===== src/rtl/apb_pwm_slave.sv =====
// APB3 completer holding a double-buffered multi-channel PWM register bank.
// Writes complete with zero wait states; reads insert exactly one wait state.
module apb_pwm_slave #(
  parameter int unsigned NUM_CH = 4,
  parameter int unsigned CNT_W  = 16
) (
  input  logic              PCLK,
  input  logic              PRESERN,
  input  logic              PSEL,
  input  logic              PENABLE,
  input  logic              PWRITE,
  input  logic [7:0]        PADDR,
  input  logic [31:0]       PWDATA,
  output logic [31:0]       PRDATA,
  output logic              PREADY,
  output logic              PSLVERR,
  output logic [NUM_CH-1:0] PWM_OUT,
  output logic              PWM_IRQ
);

  localparam logic [7:0] MaxAddr = 8'(16 + 4 * (NUM_CH - 1));

  logic              en_q, en_d, irq_en_q, irq_en_d;
  logic [NUM_CH-1:0] ch_en_q, ch_en_d;
  logic [CNT_W-1:0]  period_sh_q, period_sh_d, period_act_q, period_act_d;
  logic [CNT_W-1:0]  duty_sh_q [NUM_CH];
  logic [CNT_W-1:0]  duty_sh_d [NUM_CH];
  logic [CNT_W-1:0]  duty_act_q [NUM_CH];
  logic [CNT_W-1:0]  duty_act_d [NUM_CH];
  logic [7:0]        prescale_q, prescale_d, psc_q, psc_d;
  logic [CNT_W-1:0]  cnt_q, cnt_d;
  logic              irq_q, irq_d;
  logic [NUM_CH-1:0] pwm_q, pwm_d;
  logic [31:0]       prdata_q, prdata_d;
  logic              rerr_q, rerr_d, rd_arm_q, rd_arm_d, rd_done_q, rd_done_d;

  logic        addr_err, wr_ok, rd_setup, w1c, tick, wrap, load;
  logic [31:0] rdata;
  logic        unused_pwdata;

  assign unused_pwdata = ^PWDATA;

  assign addr_err = (PADDR[1:0] != 2'b00) || (PADDR > MaxAddr);
  assign wr_ok    = PSEL & PENABLE & PWRITE & ~addr_err;
  assign rd_setup = PSEL & ~PENABLE & ~PWRITE;

  assign tick = en_q && (psc_q == prescale_q);
  assign wrap = tick && (cnt_q == period_act_q);
  // Shadows track freely while stopped so the first enabled period uses fresh values.
  assign load = wrap || !en_q;

  always_comb begin
    rdata = '0;
    if (!addr_err) begin
      case (PADDR[7:2])
        6'd0: begin
          rdata[0]            = en_q;
          rdata[1]            = irq_en_q;
          rdata[NUM_CH+3:4]   = ch_en_q;
        end
        6'd1: rdata[CNT_W-1:0] = period_sh_q;
        6'd2: rdata[7:0]       = prescale_q;
        6'd3: begin
          rdata[0]            = en_q;
          rdata[1]            = irq_q;
          rdata[CNT_W+15:16]  = cnt_q;
        end
        default: begin
          for (int unsigned i = 0; i < NUM_CH; i++) begin
            if (PADDR[7:2] == 6'(4 + i)) rdata[CNT_W-1:0] = duty_sh_q[i];
          end
        end
      endcase
    end
  end

  always_comb begin
    en_d        = en_q;
    irq_en_d    = irq_en_q;
    ch_en_d     = ch_en_q;
    period_sh_d = period_sh_q;
    prescale_d  = prescale_q;
    duty_sh_d   = duty_sh_q;
    w1c         = 1'b0;
    if (wr_ok) begin
      case (PADDR[7:2])
        6'd0: begin
          en_d     = PWDATA[0];
          irq_en_d = PWDATA[1];
          ch_en_d  = PWDATA[NUM_CH+3:4];
        end
        6'd1: period_sh_d = PWDATA[CNT_W-1:0];
        6'd2: prescale_d  = PWDATA[7:0];
        6'd3: w1c         = PWDATA[1];
        default: begin
          for (int unsigned i = 0; i < NUM_CH; i++) begin
            if (PADDR[7:2] == 6'(4 + i)) duty_sh_d[i] = PWDATA[CNT_W-1:0];
          end
        end
      endcase
    end

    psc_d = (!en_q || tick) ? 8'd0 : psc_q + 8'd1;
    if (!en_q || wrap) cnt_d = '0;
    else if (tick)     cnt_d = cnt_q + 1'b1;
    else               cnt_d = cnt_q;

    period_act_d = load ? period_sh_q : period_act_q;
    duty_act_d   = load ? duty_sh_q : duty_act_q;

    // A wrap in the same cycle as a W1C keeps the flag set.
    irq_d = wrap ? 1'b1 : (w1c ? 1'b0 : irq_q);

    for (int unsigned i = 0; i < NUM_CH; i++) begin
      pwm_d[i] = en_q & ch_en_q[i] & (cnt_q < duty_act_q[i]);
    end

    prdata_d = prdata_q;
    rerr_d   = rerr_q;
    rd_arm_d = rd_arm_q;
    if (rd_setup) begin
      prdata_d = rdata;
      rerr_d   = addr_err;
      rd_arm_d = 1'b1;
    end else if (!PSEL || PENABLE) begin
      rd_arm_d = 1'b0;
    end
    rd_done_d = PSEL & PENABLE & ~PWRITE & rd_arm_q;
  end

  always_ff @(posedge PCLK) begin
    if (!PRESERN) begin
      en_q         <= 1'b0;
      irq_en_q     <= 1'b0;
      ch_en_q      <= '0;
      period_sh_q  <= '1;
      period_act_q <= '1;
      prescale_q   <= '0;
      psc_q        <= '0;
      cnt_q        <= '0;
      irq_q        <= 1'b0;
      pwm_q        <= '0;
      prdata_q     <= '0;
      rerr_q       <= 1'b0;
      rd_arm_q     <= 1'b0;
      rd_done_q    <= 1'b0;
      for (int unsigned i = 0; i < NUM_CH; i++) begin
        duty_sh_q[i]  <= '0;
        duty_act_q[i] <= '0;
      end
    end else begin
      en_q         <= en_d;
      irq_en_q     <= irq_en_d;
      ch_en_q      <= ch_en_d;
      period_sh_q  <= period_sh_d;
      period_act_q <= period_act_d;
      prescale_q   <= prescale_d;
      psc_q        <= psc_d;
      cnt_q        <= cnt_d;
      irq_q        <= irq_d;
      pwm_q        <= pwm_d;
      prdata_q     <= prdata_d;
      rerr_q       <= rerr_d;
      rd_arm_q     <= rd_arm_d;
      rd_done_q    <= rd_done_d;
      duty_sh_q    <= duty_sh_d;
      duty_act_q   <= duty_act_d;
    end
  end

  assign PREADY  = PRESERN & PSEL & PENABLE & (PWRITE | rd_done_q);
  assign PSLVERR = PREADY & (PWRITE ? addr_err : rerr_q);
  assign PRDATA  = prdata_q;
  assign PWM_OUT = pwm_q;
  assign PWM_IRQ = irq_q & irq_en_q;

endmodule


===== config.mk =====
export PLATFORM = sky130hd
export DESIGN_NAME = apb_pwm_slave
export DESIGN_NICKNAME = d
export VERILOG_FILES = /design/src/rtl/apb_pwm_slave.sv
export SDC_FILE = /design/constraint.sdc
export NUM_CORES = 1
export LEC_CHECK = 0
export BUFFER_PORTS_ARGS = -buffer_cell sky130_fd_sc_hd__buf_2
export CORE_ASPECT_RATIO = 0.8
export CORE_MARGIN = 2
export CORE_UTILIZATION = 56
export DETAILED_ROUTE_END_ITERATION = 10
export PLACE_DENSITY = 0.86
export SYNTH_ARGS = -nofsm -noshare
export SYNTH_HDL_FRONTEND = slang
export SYNTH_SLANG_ARGS = --single-unit

===== constraint.sdc =====
create_clock -name PCLK -period 2.1 [get_ports PCLK]
set_input_delay 0.21 -clock PCLK [delete_from_list [all_inputs] [get_ports PCLK]]
set_output_delay 0.21 -clock PCLK [all_outputs]
set_load 0.02 [all_outputs]

### Word-level counts from Yosys, hierarchy flattened

Index checks and enable logic that the tools add are counted.

* div/mod/pow operators: 0
* multipliers: 0
* add/sub/neg operators: 2
* shift operators: 0
* eq/ne operators: 9
* bitwise logic cells: 26
* reduce and logical (&&, ||, !) cells: 24
* multiplexer cells: 17
* order comparisons: 5

Operators with widths (count)
* $mux 16: 5
* $lt 16x16->1: 4
* $mux 32: 1
* $eq 6x3->1 const B: 4
* $and 1x1->1: 20
* $add 16x1->16 const B: 1
* $eq 16x16->1: 1
* $pmux 4 s4: 1
* $pmux 8 s2: 1
* $eq 6x2->1 const B: 2
* $reduce_and 3->1: 4
* $add 8x1->8 const B: 1
* $eq 8x8->1: 1
* $gt 8x5->1 const B: 1
* $pmux 2 s4: 1
* $mux 1: 7
* $eq 6x1->1 const B: 1
* $logic_not 6->1: 1
* $pmux 2 s3: 1
* $reduce_and 2->1: 3
* $reduce_bool 2->1: 3
* $reduce_or 2->1: 3
* $not 1->1: 5
* $logic_or 1x1->1: 4
* other kinds (5): 7

* bits in registers: 238
* memory bits (read-only): 0
* memories kept: 0
* output and inout port bits: 39
* bits in writable memories: 0
* bits in latches: 0

### Logic depth before layout (Yosys ltp)

* depth after elaboration: 7
* gate-level depth with buffers: 9

### Worst setup path before layout

OpenSTA, ideal clock, no wires.

* path kind: register to register
* from: register cnt_q[7]
* to: register cnt_q[6]
* path slack: 0.264 ns
* required time: 1.980 ns
* stages on the path, launching flop included: 9
* arrival: 1.717 ns
* library setup time: 0.120 ns
* path through: dfxtp_1 > buf_2 > xor2_1 > nor4_1 > and4_1 > buf_6 > buf_6 > nor3_1 > a211o_1

* word-level cells in the longest chain between the ends: 4

RTL lines
* start, declared: line 31 `logic [CNT_W-1:0] cnt_q, cnt_d;`
* start signal, assigned: line 159 `cnt_q <= cnt_d;`
* $eq 16x16->1: line 48 `assign wrap = tick && (cnt_q == period_act_q);`
* $logic_and 1x1->1: line 48
* $logic_or 1x1->1: line 104 `if (!en_q || wrap) cnt_d = '0;`
* $reduce_or 2->1 (no source line)

No other way between the ends.
A chain may end at the register's enable or synchronous reset.

### Worst setup path after layout

* from: register cnt_q[13]
* to: register pwm_q[3] (netlist: PWM_OUT[3])

* word-level cells in the longest chain between the ends: 2

RTL lines
* $lt 16x16->1: line 115 `pwm_d[i] = en_q & ch_en_q[i] & (cnt_q < duty_act_q[i]);`
* $and 1x1->1: line 115
* end signal, assigned: line 161 `pwm_q <= pwm_d;`
* end, declared: line 33 `logic [NUM_CH-1:0] pwm_q, pwm_d;`

No other way between the ends.

==> key figures <==
Worst hold path
  • Hold EP: duty_sh_q[8]
  • Hold Path Cell Cnt: 3
  • HP Class: in2reg
  • Min-delay src: PWDATA[8]

Drt
  • Vias per inst: 6.57
  • DR DRC count: 0
  • Routed Antenna Nets: 0
  • Routed len/inst: 21.2 µm
  • Routed WL: around 39 mm
  • DR iter-0 viols: 1708
  • Vias: 12000
  • DR pass1 iterations: 7

Yosys
  • Cell taking the most area after synthesis: dfxtp_1
  • Synth Area per Inst: around 8.7 µm²
  • Synth top area share: 0.369
  • Sequential share of the synthesized area: 0.369
  • Post-Syn Instances: approximately 1500
  • Post-synth EDFFs: 0
  • Main synth FF type: dfxtp_1
  • Async S/R FF share, synth: 0
  • Syn Nets: 1595
  • Synth warn: 0
  • #FFs+latches synth: 238
  • Syn Std Cell Area: 12900 µm²
  • Cell variety after synth: 54
  • Area contributors post-synth: dfxtp_1, ha_1, a32oi_1

Critical path
  • Critical Path Source Type: register
  • Worst path top cell family by delay: compound AO/OA/AOI/OAI gates
  • Worst Path Max Fanout: 10
  • Reg2reg path depth: 7
  • CP cell instances: buf_4, ha_1, a21oi_1, nor2b_1, o21ai_0, o211ai_1, a21oi_1
  • Most used cell, CP: a21oi_1
  • Worst path buffer plus inverter count: 1
  • Crit-path max cell delay: 0.44 ns
  • CP max-delay cell: a21oi_1
  • Instance count on the critical path: 7
  • WP data required: 2.47 ns
  • Crit path arrival time: 2.42 ns
  • Worst r2r src: cnt_q[13]
  • Reg2reg end: PWM_OUT[3]
  • Setup slack, reg-to-reg: 0.05 ns
  • Worst Setup End Kind: register
  • Crit path from: cnt_q[13]
  • Kind of critical path: reg2reg

Job
  • Maxcap violations: 0

Global route
  • Global route total overflow: 0
  • First-pass GRT wire length: 61.2 mm
  • Initial antenna violation count: 1
  • Total GRT Usage: 0.313
  • Number of global-route vias before repair: ~11000
  • Largest net degree at the start of global routing: ~130

STA
  • Final setup violation count: 0
  • Fmax: 487 MHz
  • Worst Skew: 0.0104 ns
  • Setup tns final: 0 ns
  • Hold Vio Cnt, Final: 0
  • Final Slew Violations: 0
  • Max transition margin: 0.487
  • Crit path time final: 2.05 ns
  • Worst-Margin Slew: 0.767 ns
  • RSZ-0062 raised after global routing: false
  • Final period utilization: 0.977

Place
  • GPL Wtd Cong: 0.894
  • I/O Buffers: 67
  • DP Cell Count: 1782
  • Post-detail-place hpwl: 25.3 mm

Die
  • Die W: approximately 170 µm
  • Die ar.: 24300 µm²
  • Height of the die: 140 µm
  • Core ar.: 22600 µm²
  • Ports: 84
  • Row cnt: just under 50
  • Initial Utilization: 0.572

Clock tree
  • H-tree depth: 1
  • Clk sink count: 238
  • Clock Latency Late Sink: 0.53 ns
  • Clock buffer depth: 3
  • Clock transition at path regs: 0.07 ns
  • CTS tree: built
  • Clock root cell: clkbuf_16
  • CTS Buf Count: 24

Final layout
  • Fin nets: roughly 1600
  • Final instance count without filler cells: 1829
  • Area growth from synthesis to layout: 11.8%
  • Layout cells sized above 1: 0.128

Pwr
  • Lkg Pwr: 5.54 nW
  • Power Total: 9.16 mW
  • Worst ir drop on vdd: 0.616 mV
  • Pwr dens: 636 nW/µm²

Run status
  • Status: finished, final reports clean
==> kinds of logic after synthesis <==
logic type,synth area share
and+or+nand+nor,0.245
AOI/OAI and AO/OA,0.160
DFF,0.369
buffers and inverters,0.0749
muxes,0.0701
adders and majority gates,0.0602
xor gates and xnor gates,0.0204
==> worst register-to-register path, delay by kind of cell, from the launching register on <==
family | cells | cell delay [ns]
compound gates | 4 | 0.97
flops | 1 | 0.37
fa+ha+maj | 1 | 0.27
buf+inv | 1 | 0.22
simple gates | 1 | 0.06
==> placed cells by master, fill, tap and decap left out, types with 6 or more instances in the layout <==
| master | netlist | final |
|---|---|---|
| xnor2_1 | 9 | 9 |
| inv_1 | 81 | 80 |
| o21ai_0 | 45 | 45 |
| buf_2 | 32 | 66 |
| and3_1 | 71 | 71 |
| mux2i_1 | 52 | 52 |
| o211ai_1 | 56 | 56 |
| a22oi_1 | 34 | 34 |
| nand3_1 | 112 | 112 |
| nor3_1 | 6 | 6 |
| mux4_2 | 17 | 17 |
| clkbuf_16 | 0 | 25 |
| a32oi_1 | 66 | 66 |
| buf_4 | 7 | 45 |
| buf_12 | 1 | 13 |
| nor2b_1 | 76 | 76 |
| a21boi_0 | 25 | 25 |
| ha_1 | 62 | 62 |
| nand4_1 | 92 | 92 |
| xor2_1 | 21 | 21 |
| nor2_1 | 33 | 32 |
| dfxtp_1 | 238 | 237 |
| nand2_1 | 151 | 151 |
| a21o_1 | 12 | 12 |
| a21oi_1 | 22 | 22 |
| nor3b_1 | 6 | 6 |
==> worst max path at each step <==
stage | endpoint | slack [ns]
6_report | PWM_OUT[3] | 0.05
5_1_grt | period_act_q[1] | 0.006
4_1_cts | duty_act_q[16] | 0.10
3_5_place_dp | period_act_q[11] | 0.1
3_3_place_gp | irq_q | 0.19
2_1_floorplan | cnt_q[6] | 0.26
==> area by class of cell <==
class	instances	area, µm²
inverter	81	304
timing repair buffer	129	982
clock inverter	8	73.8
multi-input combinational	1032	7200
clock buffer	34	699
fill	1866	8150
antenna	1	2.50
tap	306	383
sequential	238	4770
==> cells in the mapped netlist (all sizes together) (9+ instances only) <==
master / number
a32oi: 66
nand2: 151
buf: 53
o21ai: 45
nand3: 112
a21boi: 30
mux4: 17
mux2i: 52
xnor2: 9
nor2: 34
nor2b: 76
and3: 72
o211ai: 56
inv: 81
a22oi: 34
a21oi: 23
nand4: 93
clkbuf: 84
dfxtp: 238
ha: 62
xor2: 21
a21o: 12
==> state kept, by name, summed over array words and instances, names as in the netlist <==
register,flops
rerr_q,1
duty_sh_q,64
cnt_q,16
en_q,1
psc_q,8
period_act_q,16
irq_en_q,1
duty_act_q,64
rd_arm_q,1
period_sh_q,16
PRDATA,32
prescale_q,8
rd_done_q,1
PWM_OUT,4
ch_en_q,4
irq_q,1
==> power by group <==
part,internal [mW],total (mW),switching [mW]
Sequential,4.51,4.52,0.00127
Clock,2.44,4.30,1.86
Combinational,0.112,0.342,0.230
Total,7.07,9.16,2.09
==> through the flow <==
step           hold slack, ns  setup slack, ns  area [µm²]  utilization
6_report               0.0147           0.0476       14400        0.639
5_1_grt                0.0221          0.00555       14400        0.639
4_1_cts              0.000828            0.102       14400        0.638
3_5_place_dp            0.439           0.0984       13600        0.602
3_3_place_gp            0.429            0.187       13600        0.602
2_1_floorplan           0.286            0.264       12900            -
==> what timing repair did <==
item | 4_1_cts | 5_1_grt
hold buffers | 4 | 0
endpoints found under the setup margin | 0 | 19
gates resized for setup | 0 | 3
buffers inserted | 0 | 0
hold endpoints to repair | 3 | 0
==> layer usage <==
metal  vias to the layer above  global-route usage  wire length [µm]
li1                       5472                   -                 -
met1                      5756               0.435             16200
met2                       679               0.472             16600
met3                       113              0.0760              4510
met4                         0               0.117              1440
met5                         -                   0                 0
(Power assumes the default switching activity.)
